**config.mk**
```make
export PLATFORM = sky130hd
export DESIGN_NAME = ramp_decoder
export DESIGN_NICKNAME = d
export VERILOG_FILES = /design/src/rtl/ramp_decoder.sv
export SDC_FILE = /design/constraint.sdc
export NUM_CORES = 1
export LEC_CHECK = 0
export BUFFER_PORTS_ARGS = -buffer_cell sky130_fd_sc_hd__buf_4
export CAP_MARGIN = 20
export CORE_MARGIN = 2
export CORE_UTILIZATION = 45
export CTS_CLUSTER_SIZE = 16
export DETAILED_ROUTE_END_ITERATION = 8
export GPL_ROUTABILITY_DRIVEN = 0
export GPL_TIMING_DRIVEN = 0
export HOLD_SLACK_MARGIN = 0.02
export PLACE_DENSITY_LB_ADDON = 0.1
export SYNTH_ARGS = -nofsm -noshare
export SYNTH_HDL_FRONTEND = slang
export SYNTH_SLANG_ARGS = --single-unit
```
**constraint.sdc**
```tcl
create_clock -name clk -period 7.46 [get_ports clk]
set_input_delay 1.119 -clock clk [delete_from_list [all_inputs] [get_ports clk]]
set_output_delay 1.119 -clock clk [all_outputs]
set_load 0.01 [all_outputs]
```
**src/rtl/ramp_decoder.sv**
```systemverilog
// Receive-side ramp pattern checker: recovers the ramp step (deltaY), locks on a
// run of consistent legal steps, counts steps while locked and flags illegal steps and wraps.
module ramp_decoder #(
    parameter int unsigned LOCK_N = 4
) (
    input  logic        clk,
    input  logic        rst_n,
    input  logic        dec_enb,
    input  logic        sample_valid,
    input  logic [11:0] sample,
    output logic [1:0]  y_code,
    output logic        locked,
    output logic [11:0] step_count,
    output logic        wrap_pulse,
    output logic        err_pulse,
    output logic        err_sticky
);

    localparam int DATA_W = 12;

    typedef enum logic [1:0] {IDLE, FIRST, ACQUIRE, LOCKED} state_t;

    state_t            state;
    logic [DATA_W-1:0] prev;
    logic [1:0]        cand;
    logic [3:0]        acq_cnt;

    logic [DATA_W-1:0] diff;
    logic [1:0]        code;
    logic              is_hold;
    logic              is_legal;
    logic              is_wrap;
    logic [3:0]        acq_next;

    // Legal ramp steps map to a nonzero Y code; everything else returns 00.
    function automatic logic [1:0] classify(input logic [DATA_W-1:0] d);
        case (d)
            12'd1:    return 2'b01;
            12'd16:   return 2'b10;
            12'd1290: return 2'b11;
            default:  return 2'b00;
        endcase
    endfunction

    function automatic logic [DATA_W-1:0] sat_inc(input logic [DATA_W-1:0] v);
        return (v == {DATA_W{1'b1}}) ? v : v + 1'b1;
    endfunction

    always_comb begin
        diff     = sample - prev;
        code     = classify(diff);
        is_hold  = (diff == '0);
        is_legal = (code != 2'b00);
        is_wrap  = (sample < prev);
        acq_next = (code == cand) ? acq_cnt + 4'd1 : 4'd1;
    end

    always_ff @(posedge clk or negedge rst_n) begin
        if (!rst_n) begin
            state      <= IDLE;
            prev       <= '0;
            cand       <= '0;
            acq_cnt    <= '0;
            y_code     <= '0;
            locked     <= 1'b0;
            step_count <= '0;
            wrap_pulse <= 1'b0;
            err_pulse  <= 1'b0;
            err_sticky <= 1'b0;
        end else begin
            wrap_pulse <= 1'b0;
            err_pulse  <= 1'b0;
            if (!dec_enb) begin
                state      <= IDLE;
                prev       <= '0;
                cand       <= '0;
                acq_cnt    <= '0;
                y_code     <= '0;
                locked     <= 1'b0;
                step_count <= '0;
                err_sticky <= 1'b0;
            end else begin
                case (state)
                    IDLE: state <= FIRST;
                    FIRST: begin
                        if (sample_valid) begin
                            prev  <= sample;
                            state <= ACQUIRE;
                        end
                    end
                    ACQUIRE: begin
                        if (sample_valid) begin
                            prev <= sample;
                            if (is_legal) begin
                                wrap_pulse <= is_wrap;
                                cand       <= code;
                                if (acq_next == 4'(LOCK_N)) begin
                                    state      <= LOCKED;
                                    locked     <= 1'b1;
                                    y_code     <= code;
                                    step_count <= 12'(LOCK_N);
                                    acq_cnt    <= '0;
                                end else begin
                                    acq_cnt <= acq_next;
                                end
                            end else if (!is_hold) begin
                                err_pulse  <= 1'b1;
                                err_sticky <= 1'b1;
                                acq_cnt    <= '0;
                            end
                        end
                    end
                    LOCKED: begin
                        if (sample_valid) begin
                            prev <= sample;
                            if (is_legal && code == y_code) begin
                                step_count <= sat_inc(step_count);
                                wrap_pulse <= is_wrap;
                            end else if (!is_hold) begin
                                // Any disagreement drops lock; cand keeps the old code.
                                err_pulse  <= 1'b1;
                                err_sticky <= 1'b1;
                                locked     <= 1'b0;
                                y_code     <= '0;
                                step_count <= '0;
                                acq_cnt    <= '0;
                                state      <= ACQUIRE;
                            end
                        end
                    end
                    default: state <= IDLE;
                endcase
            end
        end
    end

endmodule

```
---- After elaboration in Yosys (flattened, before gate mapping) ----
Cells that the tools add are included.
operators by class
  $add $sub $neg .......................... 3
  order comparisons ....................... 1
  eq/ne operators ......................... 25
  multiplexer cells ....................... 71
  reduce and logical (&&, ||, !) cells .... 12
operators by type and width
  kind                                                                     number
  12-bit 2-to-1 mux                                                        11
  2-bit 2-to-1 mux                                                         19
  4-bit 2-to-1 mux                                                         8
  1-bit 2-to-1 mux                                                         24
  3-bit inequality test, second input constant                             8
  12-bit case mux with 2 select lines                                      1
  7-bit AND reduction                                                      3
  12-bit by 1-bit adder with 12-bit output, second input constant          1
  12-bit by 1-bit == test with 1-bit output, second input constant         1
  12-bit by 11-bit == test with 1-bit output, second input constant        1
  12-bit == test, second input constant                                    1
  12-bit by 5-bit == test with 1-bit output, second input constant         1
  12-bit logical NOT                                                       1
  12-bit less-than comparator                                              1
  12-bit subtractor                                                        1
  4-bit inequality test, second input constant                             2
  1-bit case mux with 2 select lines                                       4
  2-bit case mux with 4 select lines                                       1
  4-bit case mux with 2 select lines                                       1
  2-bit by 1-bit inequality test with 1-bit output, second input constant  3
  2-bit case mux with 3 select lines                                       1
  5-bit AND reduction                                                      1
  4-bit by 1-bit adder with 4-bit output, second input constant            1
  2-bit == test                                                            2
  other kinds (13)                                                         14
word-level totals
  register bits ........................... 38
  input port bits ......................... 16
  output and inout bits ................... 18

---- Longest topological paths before layout ----
  word-level depth ........................ 11
  mapped depth ............................ 14
  depth with buffers taken out ............ 13

---- Worst setup path before layout ----
No wires, ideal clock.
  path kind ............................... input to register
  from .................................... in sample[0]
  to ...................................... reg step_count[11]
  arrival ................................. 4.166 ns
  path slack .............................. 3.216 ns
  stages on the path ...................... 13
  path through ............................ inv_1 > ha_1 > fa_1 > nand2b_1 > a21boi_2 > nor4_1 > or3_4 > mux2_4 > mux2_4 > o21bai_4 > o2111ai_4 > or4_1 > a21oi_1
between the ends
  word-level cells in the longest chain between the ends .. 9
  elaborated cells between the ends (all ways) .. 21
  those cells by class .................... add/sub (1); eq/ne (10); mux (6); reduce/logical (4)
RTL lines
  element                                                                             line  text
  from (decl)                                                                         10    input logic [11:0] sample,
  12-bit subtractor *                                                                 50    diff = sample - prev;
  branches (longest 8 deep; another with 12-bit by 11-bit == test with 1-bit output)  -
  to (signal assigned)                                                                101   step_count <= 12'(LOCK_N);
  to (signal assigned)                                                                117   step_count <= sat_inc(step_count);
  to (decl)                                                                           13    output logic [11:0] step_count,
Every way passes the cells marked *. The select of a mux whose other input is x is not followed.
A chain may end at the register's enable or synchronous reset.

---- Worst setup path after layout ----
  from .................................... in sample[0]
  to ...................................... reg y_code[0]
between the ends
  word-level cells in the longest chain between the ends .. 8
  elaborated cells between the ends (all ways) .. 22
  those cells by class .................... add/sub (1); eq/ne (10); mux (7); reduce/logical (4)
RTL lines
  element                                                                                       line    text
  12-bit subtractor *                                                                           50
  12-bit by 11-bit == test with 1-bit output (tied with other cells)                            37      case (d)
  2-bit case mux with 3 select lines                                                            37
  2-bit == test / 2-bit 2-to-1 mux (equally long branches)                                      55, 97
  4-bit 2-to-1 mux / 2-bit 2-to-1 mux (equally long branches)                                   55, 94
  4-bit by 3-bit == test with 1-bit output / 2-bit 2-to-1 mux (equally long branches)           97, 92
  3-bit inequality test (no line) / 2-bit case mux with 2 select lines (equally long branches)  -
  7-bit AND reduction (no line) / 2-bit 2-to-1 mux (equally long branches)                      -
  to (signal assigned)                                                                          100     y_code <= code;
  to (decl)                                                                                     11      output logic [1:0] y_code,
Mark *: on every way between the ends. The rest lies on a longest branch, timed or not. The select of a mux whose other input is x is not followed.

==> impl_metrics.toml <==
[hold_path]
hp-class = "reg -> reg"
hold_start = "err_sticky"

[synthesis]
synth.avg_cell_area_um2 = 9.00
synth_mux_area_frac = 0.0179
synth_area_mm2 = 0.00279
yosysTopAreaCell = "dfrtp_1"
synthesis.nets = 341
synth_fa_ha_area_frac = 0.0700
synth_top_family_by_area = "compound AO/OA/AOI/OAI gates"
synth-simple-area-share = 0.192
synth_xor_area_frac = 0.0440
async_flop_share = 1.00
ys_seq_area_frac = 0.341
synth_top_area_frac = 0.341
postSynthCellCount = 310
ys_seq_elements = 38
ys.flop_type = "dfrtp_1"
ys_warn_count = 0
synth_compound_area_frac = 0.282
synthTopCellsByArea = "dfrtp_1 (34%), ha_1 (6.3%), a22o_1 (4.4%)"
ys_types = 66
synth_edf_count = 0

[timing]
skew_ns = 0.00756
relSlewSlack = 0.605
hold_viol = 0
post-route-period-util = 0.609
clock.fmax_ghz = 0.220
finalCriticalPeriod_ns = 4.54
tns_ns = 0
rsz0062_at_grt = "no"
setup_viol = 0
worst_pin_slew_ns = 0.591
timing.hold.ws_ns = 0.507
slew_violations = 0

[clock_network]
htreeDepth = 2
cts_buffer_depth = 2
cts-resized-gates = 0
clkTransAtPathRegs_ns = 0.08
post_cts_buffers = 0
root_buffer = "clkbuf_8"
cts_buffers = 5
clk_latency_ns = 0.30
clkSinkCount = 38
hold_buffers = 0
cts_tree = "yes"

[final_layout]
final_nets = 380
final_area_mm2 = 0.00326
final_cell_mix = "dfrtp_1 (38), buf_4 (33), inv_1 (23)"
area_growth_pct = 16.9
multiInputGateArea_mm2 = 0.00169
final_layout_size_suffix_gt1_frac = 0.160
nFillCells = 567
seq_area_um2 = 951
diodes = 0
final_common_cell = "dfrtp_1"

[placed_design]
placed_cell_area_mm2 = 0.00312
port_buffers = 32
hpwlAfterDp_um = 4850

[grt]
grt_overflow = 0
grt_pass1_vias = 2303
antenna_found_initial = 0
grt_max_degree = 39
grt_util_all_layers = 0.200
grt_pass1_wl_um = 10600

[power]
p_switching_mw = 0.159
p_int_mw = 0.393
p_leak_nw = 1.39
switching_share = 0.288
ir_drop_uv = 98.3
clockPowerShare = 0.393
pwr-share-seq = 0.389
p_per_area_mw_per_mm2 = 169
combinationalPowerShare = 0.217

[route]
drc = 0
via_per_inst = 5.85
first_iter_violations = 151
routed_wl_um = 6470
routedWlPerCell_um = 15.2
vias = 2486
drt_first_pass_iters = 4
antenna_left = 0

[worst_setup_path]
crit_arrival_ns = 4.71
rr_endpoint = "y_code[0]"
endpoint_kind = "flop"
r2r_start = "prev[0]"
crit_fanout = 10
critPathKind = "in -> reg"
crit_path_end = "y_code[0]"
start_kind = "input pin"
worst-r2r-setup-slack_ns = 3.46
required_ns = 7.63
reg2reg_depth = 13
crit_path_start = "sample[0]"

[job]
cap_violations = 0

[floorplanning]
ios = 34
die_w_um = 82.7
start_util = 0.468
die_h_um = 82.7
design.die.area_mm2 = 0.00684
core_area_mm2 = 0.00596
rows = 28

[status]
outcome = "completed"
cell families after synthesis:
kind of cell               Yosys count
and+or+nand+nor                     99
DFF                                 38
AOI/OAI and AO/OA                  105
adders and majority gates           15
buffers and inverters               35
muxes                                4
xor gates and xnor gates            14
worst max-delay path, cell delays in order:
cell,delay [ns]
buf_4,0.08
inv_1,0.03
ha_1,0.22
fa_1,0.40
nand2b_1,0.21
a21boi_2,0.26
nor4_1,0.11
nor3_1,0.31
mux2i_1,0.28
nand4_1,0.25
xor2_1,0.44
a21boi_0,0.18
o21ai_0,0.22
clkbuf_1,0.45
o22ai_1,0.14
metal layers:
metal | up-vias | track usage | share of wire
met5 | - | 0 | 0
met3 | 8 | 0.0348 | 0.034
met1 | 1180 | 0.262 | 0.48
met4 | 0 | 0.0689 | 0.014
li1 | 1255 | - | -
met2 | 43 | 0.334 | 0.47
per-stage QoR:
stage	total power [mW]	cells	util	worst slack, ns
final	0.552	425	0.547	2.92
after global routing	0.579	425	0.547	2.53
after CTS	0.558	425	0.547	2.89
after detailed placement	0.339	417	0.524	2.59
after global placement	0.337	417	0.524	2.60
after floorplan	0.305	310	-	3.22
cell usage after synthesis (3+ instances only):
master	instances
a21boi_0	3
a21o_1	4
a21oi_1	22
a22o_1	14
a31oi_1	4
and2_1	3
and3_1	3
buf_2	4
clkbuf_1	6
dfrtp_1	38
ha_1	14
inv_1	23
nand2_1	19
nand3_1	12
nand3b_1	3
nand4_1	4
nor2_1	15
nor3_1	11
nor4_1	4
o211ai_1	4
o21ai_0	12
o22ai_1	4
o31ai_1	8
or3_1	9
or4_1	5
xnor2_1	7
xor2_1	7
area by class of cell:
cell class	instances	share of cell area
buffer	12	0.0188
clock buffer	5	0.0211
clock inverter	3	0.0211
inverter	23	0.0265
multi-input combinational	237	0.518
sequential	38	0.292
tap	75	0.0288
timing repair buffer	32	0.0737
worst min-delay path by stage:
stage | slack (ns) | cells past startpoint | to
after floorplan | 0.47 | 1 | prev[2]
after CTS | 0.51 | 1 | err_sticky
after global placement | 0.48 | 1 | err_sticky
after global routing | 0.53 | 1 | prev[7]
after detailed placement | 0.49 | 1 | prev[5]
final | 0.51 | 1 | err_sticky
power by group through the flow:
stage / clock (mW) / combinational [mW] / sequential, mW
floorplan: 0 / 0.0869 / 0.218
global placement: 0 / 0.118 / 0.219
detailed placement: 0 / 0.120 / 0.219
CTS: 0.222 / 0.120 / 0.215
global route: 0.230 / 0.133 / 0.216
finish: 0.217 / 0.120 / 0.215
state kept, by name, summed over array words and instances, names as in the netlist:
name	cells
locked	1
state	2
step_count	12
cand	2
wrap_pulse	1
prev	12
err_sticky	1
y_code	2
err_pulse	1
acq_cnt	4
Power figures use the tool's default switching activity.
